$ cat src/rtl/parc_mem_port_arbiter_if.sv
// Bundle of core I/D request/response ports, the unified memory port and the orphan flag.
// master = arbiter view, slave = core/memory environment view.
interface parc_mem_port_arbiter_if;
    logic [66:0] imemreq_msg;
    logic        imemreq_val;
    logic        imemreq_rdy;
    logic [66:0] dmemreq_msg;
    logic        dmemreq_val;
    logic        dmemreq_rdy;
    logic [34:0] imemresp_msg;
    logic        imemresp_val;
    logic [34:0] dmemresp_msg;
    logic        dmemresp_val;
    logic [66:0] memreq_msg;
    logic        memreq_val;
    logic        memreq_rdy;
    logic [34:0] memresp_msg;
    logic        memresp_val;
    logic        err_orphan_resp;

    modport master (
        input  imemreq_msg, imemreq_val, dmemreq_msg, dmemreq_val,
        output imemreq_rdy, dmemreq_rdy,
        output imemresp_msg, imemresp_val, dmemresp_msg, dmemresp_val,
        output memreq_msg, memreq_val,
        input  memreq_rdy, memresp_msg, memresp_val,
        output err_orphan_resp
    );

    modport slave (
        output imemreq_msg, imemreq_val, dmemreq_msg, dmemreq_val,
        input  imemreq_rdy, dmemreq_rdy,
        input  imemresp_msg, imemresp_val, dmemresp_msg, dmemresp_val,
        input  memreq_msg, memreq_val,
        output memreq_rdy, memresp_msg, memresp_val,
        input  err_orphan_resp
    );
endinterface

$ cat src/rtl/parc_mem_port_arbiter.sv
// Round-robin arbiter merging core I and D memory ports onto one in-order memory port.
// A circular tag FIFO remembers which port issued each outstanding request for response routing.
module parc_mem_port_arbiter #(
    parameter int DEPTH = 4
) (
    input  logic                     clk,
    input  logic                     reset,
    parc_mem_port_arbiter_if.master  bus
);
    localparam int AW = $clog2(DEPTH);
    localparam int CW = AW + 1;
    localparam logic [CW-1:0] FULL_CNT = CW'(DEPTH);

    logic [CW-1:0]    r_count;
    logic [AW-1:0]    r_wr_ptr;
    logic [AW-1:0]    r_rd_ptr;
    logic             r_last_d;
    logic             r_err;
    logic [DEPTH-1:0] r_tag;

    logic w_full;
    logic w_grant_i;
    logic w_grant_d;
    logic w_req_val;
    logic w_fire;
    logic w_pop;
    logic w_orphan;
    logic w_head_d;

    assign w_full = (r_count == FULL_CNT);

    // Grant looks only at vals, last grant and full so a stalled request keeps its grant.
    always_comb begin
        w_grant_i = 1'b0;
        w_grant_d = 1'b0;
        if (!w_full) begin
            if (bus.imemreq_val && bus.dmemreq_val) begin
                w_grant_i = r_last_d;
                w_grant_d = ~r_last_d;
            end else begin
                w_grant_i = bus.imemreq_val;
                w_grant_d = bus.dmemreq_val;
            end
        end
    end

    // Outputs are forced idle while reset is held low.
    assign w_req_val = (w_grant_i | w_grant_d) & reset;
    assign w_fire    = w_req_val & bus.memreq_rdy;
    assign w_pop     = bus.memresp_val & (r_count != '0) & reset;
    assign w_orphan  = bus.memresp_val & (r_count == '0) & reset;
    assign w_head_d  = r_tag[r_rd_ptr];

    assign bus.memreq_val   = w_req_val;
    assign bus.memreq_msg   = w_grant_d ? bus.dmemreq_msg : bus.imemreq_msg;
    assign bus.imemreq_rdy  = w_grant_i & bus.memreq_rdy & reset;
    assign bus.dmemreq_rdy  = w_grant_d & bus.memreq_rdy & reset;

    assign bus.imemresp_val = w_pop & ~w_head_d;
    assign bus.dmemresp_val = w_pop & w_head_d;
    assign bus.imemresp_msg = bus.memresp_msg;
    assign bus.dmemresp_msg = bus.memresp_msg;
    assign bus.err_orphan_resp = r_err;

    always_ff @(posedge clk or negedge reset) begin
        if (!reset) begin
            r_count  <= '0;
            r_wr_ptr <= '0;
            r_rd_ptr <= '0;
            r_last_d <= 1'b1;
            r_err    <= 1'b0;
        end else begin
            if (w_fire) begin
                r_wr_ptr <= r_wr_ptr + AW'(1);
                r_last_d <= w_grant_d;
            end
            if (w_pop) begin
                r_rd_ptr <= r_rd_ptr + AW'(1);
            end
            if (w_fire && !w_pop) begin
                r_count <= r_count + CW'(1);
            end else if (!w_fire && w_pop) begin
                r_count <= r_count - CW'(1);
            end
            if (w_orphan) begin
                r_err <= 1'b1;
            end
        end
    end

    // Tag storage needs no reset: entries are only read when counted as outstanding.
    always_ff @(posedge clk) begin
        if (w_fire) begin
            r_tag[r_wr_ptr] <= w_grant_d;
        end
    end
endmodule

$ cat src/flat_wrapper.sv
// flat-port wrapper written by rule: the top's interface ports become plain ports
module parc_mem_port_arbiter_flat 
#(
    parameter int DEPTH = 4
)
  (clk, reset, bus_imemreq_msg, bus_imemreq_val, bus_dmemreq_msg, bus_dmemreq_val, bus_imemreq_rdy, bus_dmemreq_rdy, bus_imemresp_msg, bus_imemresp_val, bus_dmemresp_msg, bus_dmemresp_val, bus_memreq_msg, bus_memreq_val, bus_memreq_rdy, bus_memresp_msg, bus_memresp_val, bus_err_orphan_resp);
  parc_mem_port_arbiter_if bus_i ();
  input  logic clk;
  input  logic reset;
  input wire logic [$bits(bus_i.imemreq_msg)-1:0] bus_imemreq_msg;
  input wire logic [$bits(bus_i.imemreq_val)-1:0] bus_imemreq_val;
  input wire logic [$bits(bus_i.dmemreq_msg)-1:0] bus_dmemreq_msg;
  input wire logic [$bits(bus_i.dmemreq_val)-1:0] bus_dmemreq_val;
  output wire logic [$bits(bus_i.imemreq_rdy)-1:0] bus_imemreq_rdy;
  output wire logic [$bits(bus_i.dmemreq_rdy)-1:0] bus_dmemreq_rdy;
  output wire logic [$bits(bus_i.imemresp_msg)-1:0] bus_imemresp_msg;
  output wire logic [$bits(bus_i.imemresp_val)-1:0] bus_imemresp_val;
  output wire logic [$bits(bus_i.dmemresp_msg)-1:0] bus_dmemresp_msg;
  output wire logic [$bits(bus_i.dmemresp_val)-1:0] bus_dmemresp_val;
  output wire logic [$bits(bus_i.memreq_msg)-1:0] bus_memreq_msg;
  output wire logic [$bits(bus_i.memreq_val)-1:0] bus_memreq_val;
  input wire logic [$bits(bus_i.memreq_rdy)-1:0] bus_memreq_rdy;
  input wire logic [$bits(bus_i.memresp_msg)-1:0] bus_memresp_msg;
  input wire logic [$bits(bus_i.memresp_val)-1:0] bus_memresp_val;
  output wire logic [$bits(bus_i.err_orphan_resp)-1:0] bus_err_orphan_resp;
  assign bus_i.imemreq_msg = bus_imemreq_msg;
  assign bus_i.imemreq_val = bus_imemreq_val;
  assign bus_i.dmemreq_msg = bus_dmemreq_msg;
  assign bus_i.dmemreq_val = bus_dmemreq_val;
  assign bus_imemreq_rdy = bus_i.imemreq_rdy;
  assign bus_dmemreq_rdy = bus_i.dmemreq_rdy;
  assign bus_imemresp_msg = bus_i.imemresp_msg;
  assign bus_imemresp_val = bus_i.imemresp_val;
  assign bus_dmemresp_msg = bus_i.dmemresp_msg;
  assign bus_dmemresp_val = bus_i.dmemresp_val;
  assign bus_memreq_msg = bus_i.memreq_msg;
  assign bus_memreq_val = bus_i.memreq_val;
  assign bus_i.memreq_rdy = bus_memreq_rdy;
  assign bus_i.memresp_msg = bus_memresp_msg;
  assign bus_i.memresp_val = bus_memresp_val;
  assign bus_err_orphan_resp = bus_i.err_orphan_resp;
  parc_mem_port_arbiter #(.DEPTH(DEPTH)) u_core (.clk(clk), .reset(reset), .bus(bus_i));
endmodule
$ cat config.mk
export PLATFORM = sky130hd
export DESIGN_NAME = parc_mem_port_arbiter_flat
export DESIGN_NICKNAME = d
export VERILOG_FILES = /design/src/rtl/parc_mem_port_arbiter_if.sv /design/src/rtl/parc_mem_port_arbiter.sv /design/src/flat_wrapper.sv
export SDC_FILE = /design/constraint.sdc
export NUM_CORES = 1
export LEC_CHECK = 0
export BUFFER_PORTS_ARGS = -buffer_cell sky130_fd_sc_hd__buf_2
export CAP_MARGIN = 20
export CORE_AREA = 2 2 123 125
export CTS_BUF_LIST = sky130_fd_sc_hd__clkbuf_8
export DETAILED_ROUTE_END_ITERATION = 10
export DIE_AREA = 0 0 125 127
export SLEW_MARGIN = 20
export SYNTH_ARGS = -nofsm -noshare
export SYNTH_HDL_FRONTEND = slang
export SYNTH_SLANG_ARGS = --single-unit
$ cat constraint.sdc
create_clock -name clk -period 2.7 [get_ports clk]
set_input_delay 0.135 -clock clk [delete_from_list [all_inputs] [get_ports clk]]
set_output_delay 0.135 -clock clk [all_outputs]
set_load 0.02 [all_outputs]
==> results.sh <==
export IMPL_synth_area_leaders="mux2_2 33%, buf_4 27%, dfrtp_1 9.6%"
export IMPL_antenna_found_initial=0
export IMPL_power_leakage_uw=0.00150
export IMPL_clock_sinks=13
export IMPL_setup_violations=0
export IMPL_wl_per_cell_um=15.0
export IMPL_yosys_area_share_xor_xnor_pct=2.51
export IMPL_firstDrtPassIters=4
export IMPL_holdWs_ns=0.161
export IMPL_dieArea_um2=15900
export IMPL_drt_iter0_markers=71
export IMPL_fin_cells=529
export IMPL_cts_buffer_depth=2
export IMPL_ir_drop_mv=0.242
export IMPL_diodes=0
export IMPL_avgViaCountPerCell=3.58
export IMPL_routabilityCongestion=0.670
export IMPL_setup_slack_ns=0.303
export IMPL_cts_resized_gates=0
export IMPL_cap_viol_max_count=0
export IMPL_synthCells=202
export IMPL_grt_util_all_layers_pct=8.65
export IMPL_finalCritPeriodShare_pct=88.8
export IMPL_critical_path_top_delay_family="buffers and inverters"
export IMPL_hold_viol_final=0
export IMPL_period_minus_slack_ns=2.40
export IMPL_initial_utilization_pct=14.5
export IMPL_io_pins=318
export IMPL_via_count=1894
export IMPL_yosys_area_top_type="mux2_2"
export IMPL_synth_top_family_by_area="multiplexers"
export IMPL_crit_top_cell="xor2_1"
export IMPL_critical_path_buf_inv_count=3
export IMPL_synth_top_area_share_pct=32.8
export IMPL_cts_tree="done"
export IMPL_multi_input_area_um2=1120
export IMPL_nNetsFinal=527
export IMPL_routed_wirelength_mm=7.94
export IMPL_cts_root_buf="clkbuf_8"
export IMPL_place_hpwl_mm=7.03
export IMPL_cp_end_kind="flip-flop"
export IMPL_htree_levels=1
export IMPL_fin_skew_ns=0.00610
export IMPL_ff_latch_area_um2=347
export IMPL_status="finished clean"
export IMPL_power_uw=1870
export IMPL_clk_pin_slew_ns=0.06
export IMPL_ys_seq_elements=13
export IMPL_power_density_nw_per_um2=650
export IMPL_pre_cts_slack_ns=0.494
export IMPL_worst_slew_margin_rel_pct=70.6
export IMPL_crit_arrival_ns=2.57
export IMPL_dieHeight_um=127
export IMPL_rsz0062_at_grt="false"
export IMPL_grt_pass1_wl_mm=10.5
export IMPL_synth_compound_area_share_pct=1.50
export IMPL_dp_cells=524
export IMPL_cts_buffers=3
export IMPL_core_area_um2=14400
export IMPL_grt_pass1_vias=1757
export IMPL_synthToLayoutAreaGrowth_pct=37.4
export IMPL_cp_data_required_time_ns=2.87
export IMPL_synthesis_nets=383
export IMPL_grt_max_degree=44
export IMPL_drc_errors=0
export IMPL_yosysWarnings=0
export IMPL_port_buffers=212
export IMPL_cp_slowest_stage_delay_ns=0.53
export IMPL_critPathLaunchType="input port"
export IMPL_crit_type="input port to flip-flop"
export IMPL_slowest_stage="dlygate4sd3_1"
export IMPL_worst_hold_path_type="input port to flip-flop"
export IMPL_worst_pin_slew_ns=0.439
export IMPL_critPathMaxFanout=15
export IMPL_ys_seq_area_share_pct=16.6
export IMPL_drv_slew=0
export IMPL_yosys_area_share_simple_pct=6.16
export IMPL_grt_overflow=0
export IMPL_synth_mux_area_share_pct=39.7
export IMPL_tns_ns=0
export IMPL_max_freq_mhz=417
export IMPL_syn_mean_instance_area_um2=10.4
export IMPL_ys_types=28
export IMPL_chipWidth_um=125
export IMPL_synth_adder_area_share_pct=3.95
export IMPL_final_layout_size_suffix_gt1_share_pct=84.9
export IMPL_fillers=1617
export IMPL_crit_chain="dlygate4sd3_1 -> buf_2 -> nand2_1 -> nor3_2 -> ha_1 -> inv_1 -> fa_1 -> xor2_1 -> nor2_1 -> xor2_1"
export IMPL_clk_latency_ns=0.25
export IMPL_netlist_area_um2=2090
export IMPL_rows=44
export IMPL_antenna_left=0
[power by group]
part           switching (uW)  internal (uW)  total [uW]
Clock                    69.7            100         170
Sequential               78.8            290         369
Combinational             706            625        1330
Total                     854           1010        1870
[cell usage after synthesis]
master     count
nor3_1         1
o311ai_1       1
edfxtp_1       4
dfrtp_1        8
inv_1          6
nor3b_1        2
or3b_4         1
fa_1           1
nand3_4        1
and2_1         4
dfstp_2        1
ha_1           5
xor2_1         3
nor2b_1        1
mux2_4         8
a31o_2         1
nor2_1         5
a21oi_1        1
mux4_2         1
buf_8          1
mux2_2        61
buf_4         75
buf_12         1
o2bb2ai_1      1
nand2_1        2
nand4_1        2
nor3_2         1
xnor2_1        3
[cell families after synthesis]
family | count (synthesis)
AOI/OAI and AO/OA | 4
xor gates and xnor gates | 6
adders and majority gates | 6
buffers and inverters | 83
DFF | 13
muxes | 70
and+or+nand+nor | 20
[layout by cell type (no fill, tap or decap), drive strengths merged, types with 2 or more instances in the layout]
cell type,instances
and2,4
buf,215
clkbuf,3
dfrtp,8
edfxtp,4
ha,5
inv,7
mux2,69
nand2,2
nand4,2
nor2,5
nor3,2
nor3b,2
xnor2,3
xor2,3
[flip-flops by register name, indices dropped and copies added, names as in the netlist]
name,count
u_core.r_wr_ptr,2
u_core.r_last_d,1
u_core.r_tag,4
u_core.bus.err_orphan_resp,1
u_core.r_count,3
u_core.r_rd_ptr,2
[area by class of cell]
type | instances | area share, %
Clock inverter | 1 | 0.131
Clock buffer | 3 | 1.44
Sequential cell | 13 | 12.1
Inverter | 6 | 0.783
Tap cell | 184 | 8.01
Timing Repair Buffer | 216 | 38.5
Multi-Input combinational cell | 106 | 39.1
[what timing repair did]
action,CTS,global route
hold endpoints to repair,8,0
setup buffers,0,0
hold buffers,1,0
endpoints found under the setup margin,0,0
[per-layer routing]
layer	wire, um	vias up	GRT usage (%)
li1	-	908	-
met1	3050	832	10.9
met2	3300	136	11.8
met3	1490	18	5.86
met4	108	0	2.75
met5	0	-	0
[final timing paths]
| kind | startpoint | end | slack (ns) | depth (start not counted) |
|---|---|---|---|---|
| min | bus_memresp_val | u_core.bus.err_orphan_resp$_DFFE_PN0P_ | 0.16 | 2 |
| max | reset | u_core.r_count[2]$_DFFE_PN0P_ | 0.30 | 10 |
| min in group asynchronous | reset | u_core.bus.err_orphan_resp$_DFFE_PN0P_ | 0.31 | 2 |
| max reg2reg | u_core.r_count[2]$_DFFE_PN0P_ | u_core.r_count[2]$_DFFE_PN0P_ | 0.46 | 8 |
| max in group asynchronous | reset | u_core.r_last_d$_DFFE_PN1P_ | 2.11 | 2 |
| min reg2reg | u_core.r_rd_ptr[1]$_DFFE_PN0P_ | u_core.r_rd_ptr[1]$_DFFE_PN0P_ | 0.48 | 1 |
[per-stage QoR]
step	cell area (um^2)	util (%)
2_1_floorplan	2090	-
6_report	2880	19.9
4_1_cts	2880	19.9
5_1_grt	2880	19.9
3_5_place_dp	2820	19.6
3_3_place_gp	2820	19.6
No activity file was read; power rests on OpenSTA's default activity.
